**config.mk**
```make
export PLATFORM = sky130hd
export DESIGN_NAME = branch_ctrl_flat
export DESIGN_NICKNAME = d
export VERILOG_FILES = /design/src/rtl/branch_ctrl_if.sv /design/src/rtl/branch_ctrl.sv /design/src/flat_wrapper.sv
export SDC_FILE = /design/constraint.sdc
export NUM_CORES = 1
export LEC_CHECK = 0
export CAP_MARGIN = 20
export CELL_PAD_IN_SITES_DETAIL_PLACEMENT = 0
export CELL_PAD_IN_SITES_GLOBAL_PLACEMENT = 1
export CORE_MARGIN = 10
export CORE_UTILIZATION = 41
export CTS_BUF_LIST = sky130_fd_sc_hd__clkbuf_16
export DETAILED_ROUTE_END_ITERATION = 10
export HOLD_SLACK_MARGIN = 0.06
export PLACE_DENSITY = 0.81
export SLEW_MARGIN = 20
export SYNTH_ARGS = -nofsm -noshare
export SYNTH_HDL_FRONTEND = slang
export SYNTH_SLANG_ARGS = --single-unit
```
**constraint.sdc**
```tcl
create_clock -name clk -period 4.25 [get_ports clk]
set_input_delay 0.6375 -clock clk [delete_from_list [all_inputs] [get_ports clk]]
set_output_delay 0.6375 -clock clk [all_outputs]
set_load 0.005 [all_outputs]
```
**src/rtl/branch_ctrl_if.sv**
```systemverilog
// Branch-control bus between the ID-stage hazard logic and the branch resolver.
// The master drives branch/operand status; the slave returns stall, decision and statistics.
interface branch_ctrl_if #(
    parameter int unsigned CNT_W = 16
);
    logic             br_valid;
    logic [1:0]       br_type;
    logic             opnd_ready;
    logic             equal;
    logic             clr_cnt;
    logic             stall;
    logic             npc_sel;
    logic             resolved;
    logic             err_timeout;
    logic [CNT_W-1:0] br_cnt;
    logic [CNT_W-1:0] taken_cnt;

    modport master (
        output br_valid, br_type, opnd_ready, equal, clr_cnt,
        input  stall, npc_sel, resolved, err_timeout, br_cnt, taken_cnt
    );

    modport slave (
        input  br_valid, br_type, opnd_ready, equal, clr_cnt,
        output stall, npc_sel, resolved, err_timeout, br_cnt, taken_cnt
    );
endinterface

```
**src/rtl/branch_ctrl.sv**
```systemverilog
// ID-stage conditional-branch resolver: waits for forwarded operands, issues a
// one-cycle registered decision, abandons after MAX_WAIT stalls and keeps statistics.
module branch_ctrl #(
    parameter int unsigned MAX_WAIT = 4,
    parameter int unsigned CNT_W    = 16
) (
    input  logic         clk,
    input  logic         reset,
    branch_ctrl_if.slave bus
);
    localparam int unsigned WCNT_W = $clog2(MAX_WAIT + 1);

    typedef enum logic {
        IDLE = 1'b0,
        WAIT = 1'b1
    } state_t;

    state_t              state;
    logic [WCNT_W-1:0]   wait_cnt;
    logic                npc_sel;
    logic                resolved;
    logic                err_timeout;
    logic [CNT_W-1:0]    br_cnt;
    logic [CNT_W-1:0]    taken_cnt;

    logic                accept_c;
    logic                taken_c;
    logic                at_limit_c;
    logic                stall_c;

    // Decision inputs; at_limit_c marks the abandon cycle, where stall is released.
    always_comb begin
        accept_c   = bus.br_valid & bus.opnd_ready;
        at_limit_c = (state == WAIT) && (wait_cnt == WCNT_W'(MAX_WAIT));
        stall_c    = bus.br_valid & ~bus.opnd_ready & ~at_limit_c;
        taken_c    = 1'b0;
        case (bus.br_type)
            2'b00:   taken_c = bus.equal;
            2'b01:   taken_c = ~bus.equal;
            default: taken_c = 1'b0;
        endcase
    end

    // Operand-wait FSM with registered decision pulse and sticky timeout flag.
    always_ff @(posedge clk or negedge reset) begin
        if (!reset) begin
            state       <= IDLE;
            wait_cnt    <= '0;
            npc_sel     <= 1'b0;
            resolved    <= 1'b0;
            err_timeout <= 1'b0;
        end else begin
            resolved <= 1'b0;
            npc_sel  <= 1'b0;
            case (state)
                IDLE: begin
                    if (accept_c) begin
                        resolved <= 1'b1;
                        npc_sel  <= taken_c;
                    end else if (bus.br_valid) begin
                        state    <= WAIT;
                        wait_cnt <= WCNT_W'(1);
                    end
                end
                WAIT: begin
                    if (accept_c) begin
                        state    <= IDLE;
                        wait_cnt <= '0;
                        resolved <= 1'b1;
                        npc_sel  <= taken_c;
                    end else if (!bus.br_valid) begin
                        state    <= IDLE;
                        wait_cnt <= '0;
                    end else if (at_limit_c) begin
                        state       <= IDLE;
                        wait_cnt    <= '0;
                        err_timeout <= 1'b1;
                    end else begin
                        wait_cnt <= wait_cnt + WCNT_W'(1);
                    end
                end
                default: begin
                    state    <= IDLE;
                    wait_cnt <= '0;
                end
            endcase
        end
    end

    // Statistics; a clear wins over a same-cycle increment.
    always_ff @(posedge clk or negedge reset) begin
        if (!reset) begin
            br_cnt    <= '0;
            taken_cnt <= '0;
        end else if (bus.clr_cnt) begin
            br_cnt    <= '0;
            taken_cnt <= '0;
        end else if (accept_c) begin
            br_cnt <= br_cnt + CNT_W'(1);
            if (taken_c) begin
                taken_cnt <= taken_cnt + CNT_W'(1);
            end
        end
    end

    assign bus.stall       = stall_c;
    assign bus.npc_sel     = npc_sel;
    assign bus.resolved    = resolved;
    assign bus.err_timeout = err_timeout;
    assign bus.br_cnt      = br_cnt;
    assign bus.taken_cnt   = taken_cnt;
endmodule
```
**src/flat_wrapper.sv**
```systemverilog
// flat-port wrapper written by rule: the top's interface ports become plain ports
module branch_ctrl_flat 
#(
    parameter int unsigned MAX_WAIT = 4,
    parameter int unsigned CNT_W    = 16
)
  (clk, reset, bus_br_valid, bus_br_type, bus_opnd_ready, bus_equal, bus_clr_cnt, bus_stall, bus_npc_sel, bus_resolved, bus_err_timeout, bus_br_cnt, bus_taken_cnt);
  branch_ctrl_if #(.CNT_W(CNT_W)) bus_i ();
  input  logic clk;
  input  logic reset;
  input wire logic [$bits(bus_i.br_valid)-1:0] bus_br_valid;
  input wire logic [$bits(bus_i.br_type)-1:0] bus_br_type;
  input wire logic [$bits(bus_i.opnd_ready)-1:0] bus_opnd_ready;
  input wire logic [$bits(bus_i.equal)-1:0] bus_equal;
  input wire logic [$bits(bus_i.clr_cnt)-1:0] bus_clr_cnt;
  output wire logic [$bits(bus_i.stall)-1:0] bus_stall;
  output wire logic [$bits(bus_i.npc_sel)-1:0] bus_npc_sel;
  output wire logic [$bits(bus_i.resolved)-1:0] bus_resolved;
  output wire logic [$bits(bus_i.err_timeout)-1:0] bus_err_timeout;
  output wire logic [$bits(bus_i.br_cnt)-1:0] bus_br_cnt;
  output wire logic [$bits(bus_i.taken_cnt)-1:0] bus_taken_cnt;
  assign bus_i.br_valid = bus_br_valid;
  assign bus_i.br_type = bus_br_type;
  assign bus_i.opnd_ready = bus_opnd_ready;
  assign bus_i.equal = bus_equal;
  assign bus_i.clr_cnt = bus_clr_cnt;
  assign bus_stall = bus_i.stall;
  assign bus_npc_sel = bus_i.npc_sel;
  assign bus_resolved = bus_i.resolved;
  assign bus_err_timeout = bus_i.err_timeout;
  assign bus_br_cnt = bus_i.br_cnt;
  assign bus_taken_cnt = bus_i.taken_cnt;
  branch_ctrl #(.MAX_WAIT(MAX_WAIT), .CNT_W(CNT_W)) u_core (.clk(clk), .reset(reset), .bus(bus_i));
endmodule
```
After elaboration in Yosys (flattened, before gate mapping)
Index checks and enable logic that the tools add are counted.
W data, S select, Z words.
- add/sub/neg operators: 3
- multiply operators: 0
- divide/modulo/power cells: 0
- magnitude comparators: 0
- equal/unequal tests: 4
- shift-type cells: 0
- mux-type cells: 20
- bitwise operators: 8
- reduce and logical (&&, ||, !) cells: 7
- operators by type and width (operator ; count):
    $mux W16 ; 5
    $add A16 B1 Y16 const B ; 2
    $mux W3 ; 5
    $mux W1 ; 7
    $pmux W3 S2 ; 1
    $not A1 Y1 ; 5
    $ne A2 B2 Y1 const B ; 2
    $pmux W1 S2 ; 2
    $reduce_and A2 Y1 ; 2
    $reduce_and A4 Y1 ; 1
    $reduce_bool A2 Y1 ; 2
    $add A3 B1 Y3 const B ; 1
    $and A1 B1 Y1 ; 3
    $eq A3 B3 Y1 const B ; 1
    $eq A2 B1 Y1 const B ; 1
    $logic_not A2 Y1 ; 1
    $logic_and A1 B1 Y1 ; 1
- bits in registers: 39
- latch bits: 0
- bits in writable memories: 0
- memory bits (read-only): 0
- bits of input ports: 8
- output and inout port bits: 36
- word-level logic and storage cells: 49
- memories kept: 0

Logic depth before layout (Yosys ltp)
- depth after elaboration: 6
- gate-level depth with buffers: 5

Worst setup path before layout
Ideal clock, no wire load.
- path kind: input to register
- from: in bus_equal
- to: reg u_core.taken_cnt[13] (netlist: u_core.bus.taken_cnt[13])
- setup time: 78 ps
- arrival time: 2072 ps
- setup slack: 2100 ps
- stages: 5
- buffers on the path: 1
- path through: xnor2_1 -> or4_4 -> buf_6 -> or4_1 -> a21oi_1
- longest elaborated chain between the ends: 4
- RTL lines (element ; RTL line ; source):
    start: declaration ; flat_wrapper.sv:14 ; input wire logic [$bits(bus_i.equal)-1:0] bus_equal;
    $not A1 Y1 ; branch_ctrl.sv:39 ; 2'b01: taken_c = ~bus.equal;
    $pmux W1 S2 * ; branch_ctrl.sv:37 ; case (bus.br_type)
    $reduce_bool A2 Y1 (no source line) * ; - ;
    $reduce_and A2 Y1 (no source line) * ; - ;
    end signal: assignment ; branch_ctrl.sv:101 ; taken_cnt <= taken_cnt + CNT_W'(1);
    end: declaration ; branch_ctrl.sv:24 ; logic [CNT_W-1:0] taken_cnt;
Every way passes the cells marked *; elsewhere a longest branch is shown, timed or not.
A chain may end at the register's enable or synchronous reset.

Final worst setup path
- from: in bus_br_valid
- to: out bus_stall
- longest elaborated chain between the ends: 2
- RTL lines (element ; RTL line ; source):
    start: declaration ; flat_wrapper.sv:11 ; input wire logic [$bits(bus_i.br_valid)-1:0] bus_br_valid;
    $and A1 B1 Y1 (2 in a row) ; branch_ctrl.sv:35 ; stall_c = bus.br_valid & ~bus.opnd_ready & ~at_limit_c;
    end: declaration ; flat_wrapper.sv:16 ; output wire logic [$bits(bus_i.stall)-1:0] bus_stall;
No other way between the ends.

==> flow_summary.toml <==
[route]
ant_nets = 0
firstDrtPassIters = 4
drc = 0
routed_wl_microns = 4320
detail_route.wl_per_cell_microns = 14.8
vias = 1562
avgViaCountPerCell = 5.33
drtIter0Drc = 66

[floorplanning]
floorplan.die_area_sq_um = 7810
num_rows = 24
initial_core_util_pct = 43.1
dieHeight_microns = 88.4
ioPinCount = 44
die_w_microns = 88.4
core_sq_um = 4440

[final_layout]
final_common_cell = "clkdlybuf4s50_1"
antenna_cells = 0
syn2layout_area_growth_pct = 31.9
layout.nets = 252
fill_cells = 394
final_cell_mix = "clkdlybuf4s50_1 (42), dfrtp_1 (39), nor2_1 (20), nand2_1 (16), a21oi_1 (12)"
drive_gt1_share_pct = 4.15

[grt]
grt_pass1_vias = 1488
antenna_found_initial = 0
overflow = 0
grt_util_all_layers_pct = 11.4
grt_pass1_wl_microns = 6970
grt_max_degree = 40

[pwr]
cellPowerDensity_nw_per_um2 = 312
leakage_nw = 1.01
vdd_drop_max_mv = 0.200

[sta]
skew_ns = 0.00439
setup_viol = 0
tightest_slew_ns = 0.877
fin_crit_ns = 2.89
max_freq_mhz = 346
fin_crit_sh_pct = 68.1
fin_tns_setup_ns = 0
finalMaxSlewViolations = 0
hold_viol = 0
timing.slew.headroom_pct = 41.5
grt_setup_unrepaired = "false"
hold_ws_ns = 0.472

[flow_run]
timing.max_cap.violations = 0

[worst_setup_path]
r2r_start = "u_core.bus.taken_cnt[0]$_DFFE_PN0P_"
timing.critical_path.buf_inv = 2
r2r-end = "u_core.bus.taken_cnt[12]$_DFFE_PN0P_"
rrSetupSlack_ns = 2.21
critical_path_class = "in -> out"
critPathRequiredTime_ns = 3.61
cp-startpoint = "bus_br_valid"
path_max_fanout = 8
crit_slowest_cell = "clkdlybuf4s50_1"
r2r_cells = 5
cp-end-kind = "output pin"
crit_top_cell = "clkdlybuf4s50_1"
worst_ep_arrival_time_ns = 2.26
path_cells = "clkdlybuf4s50_1, or2b_1, a31oi_1, clkdlybuf4s50_1"
critPathLaunchType = "primary input"
cp_slowest_stage_delay_ns = 0.60
critPathTopFamily = "buffers and inverters"

[yosys]
synth_enable_flop_cells = 0
syn_avg_cell_area_sq_um = 9.93
synth_mux_area_share_pct = 0.587
synth_flop_cell = "dfrtp_1"
synthDistinctLibCells = 35
syn_area_sq_um = 1920
synthSimpleGateAreaFrac_pct = 25.2
synth_cells = 193
ys_ff_latch = 39
syn_nets = 205
synthAdderAreaFrac_pct = 2.61
synth_async_sr_flop_share_pct = 100
ys_seq_area_share_pct = 50.9
synth_top_family_by_area = "simple AND/OR/NAND/NOR gates"
yosysWarningCount = 0
yosys.area_share.xor_xnor_pct = 8.68
synth_compound_area_share_pct = 9.86

[clock_network]
cts_made_buffers = 5
root_buffer = "clkbuf_16"
path_clk_slew_ns = 0.06
ctsHoldBuffers = 0
clockBufferDepth = 2
cts-resized-gates = 0
cts_tree = "built"
clkLatencyLatePin_ns = 0.28
cts_sinks = 39
htreeDepth = 2
postCtsSetupRepairBufs = 0

[placement]
port_buffers = 43
place.gp.congestion = 0.750
dp_hpwl_microns = 2960

[run_status]
status = "completed"

[hold_path]
hold_class = "in -> async"
## registers in the layout, indices dropped and copies added (netlist names)
| register | count |
|---|---|
| u_core.bus.npc_sel | 1 |
| u_core.bus.br_cnt | 16 |
| u_core.bus.resolved | 1 |
| u_core.bus.err_timeout | 1 |
| u_core.wait_cnt | 3 |
| u_core.state | 1 |
| u_core.bus.taken_cnt | 16 |
## Yosys cell counts (2+ instances only)
| master | n | area share [%] |
|---|---|---|
| and4_1 | 3 | 1.4 |
| a31oi_1 | 2 | 0.65 |
| clkbuf_1 | 3 | 0.59 |
| o21ai_0 | 10 | 2.6 |
| or4_1 | 5 | 2.0 |
| nor4_1 | 2 | 0.65 |
| nor2b_1 | 4 | 1.3 |
| xor2_1 | 8 | 3.7 |
| nand3b_1 | 2 | 0.78 |
| o31ai_1 | 4 | 1.6 |
| ha_1 | 4 | 2.6 |
| nand3_1 | 9 | 2.3 |
| nand2_1 | 16 | 3.1 |
| dfrtp_1 | 39 | 51 |
| nor4b_1 | 2 | 0.91 |
| or3_1 | 7 | 2.3 |
| xnor2_1 | 11 | 5.0 |
| inv_1 | 5 | 0.98 |
| nor3_1 | 3 | 0.78 |
| a21oi_1 | 12 | 3.1 |
| nand4_1 | 9 | 2.9 |
| nor2_1 | 20 | 3.9 |
## final cells by class
cell class              instances  area (sq um)  area share (%)
multi-input cells             145           900            35.6
clock buffers                   5           125            4.95
well taps                      52          65.1            2.57
repair buffers                 44           433            17.1
clock inverters                 3          11.3           0.445
flip-flops and latches         39           976            38.6
inverters                       5          18.8           0.742
## routing by layer
metal  global-route usage (%)  up-vias  part of all wire (%)
li1                         -      789                     -
met1                     13.3      728                    48
met2                     17.5       36                    43
met3                     4.78        9                   7.6
met4                     6.17        0                   1.9
met5                        0        -                     0
## worst max-delay path by stage
stage,slack [ns],end,cells past startpoint
finish,1.36,bus_stall,4
global route,1.26,bus_stall,4
CTS,1.36,bus_stall,4
detailed placement,1.35,bus_stall,4
global placement,1.41,bus_stall,4
floorplan,2.10,u_core.bus.taken_cnt[13]$_DFFE_PN0P_,5
## power breakdown
group / total [mW] / internal [mW] / switching (mW)
Sequential: 0.383 / 0.377 / 0.00515
Clock: 0.356 / 0.211 / 0.145
Combinational: 0.0506 / 0.0207 / 0.0299
## logic make-up (layout without fill, tap and decap cells)
| kind of cell | Yosys count | count (layout) |
|---|---|---|
| AOI/OAI and AO/OA | 32 | 32 |
| muxes | 1 | 1 |
| DFF | 39 | 39 |
| xor gates and xnor gates | 19 | 19 |
| and+or+nand+nor | 89 | 89 |
| buffers and inverters | 9 | 57 |
| adders and majority gates | 4 | 4 |
## metrics by stage
step	instance area (sq um)	utilization [%]	power (mW)	std cells	worst slack, ns
2_1_floorplan	1920	-	0.412	193	2.10
3_3_place_gp	2390	53.8	0.441	285	1.41
3_5_place_dp	2390	53.8	0.441	285	1.35
4_1_cts	2530	56.9	0.800	293	1.36
5_1_grt	2530	56.9	0.816	293	1.26
6_report	2530	56.9	0.790	293	1.36
No activity file was read; power rests on OpenSTA's default activity.
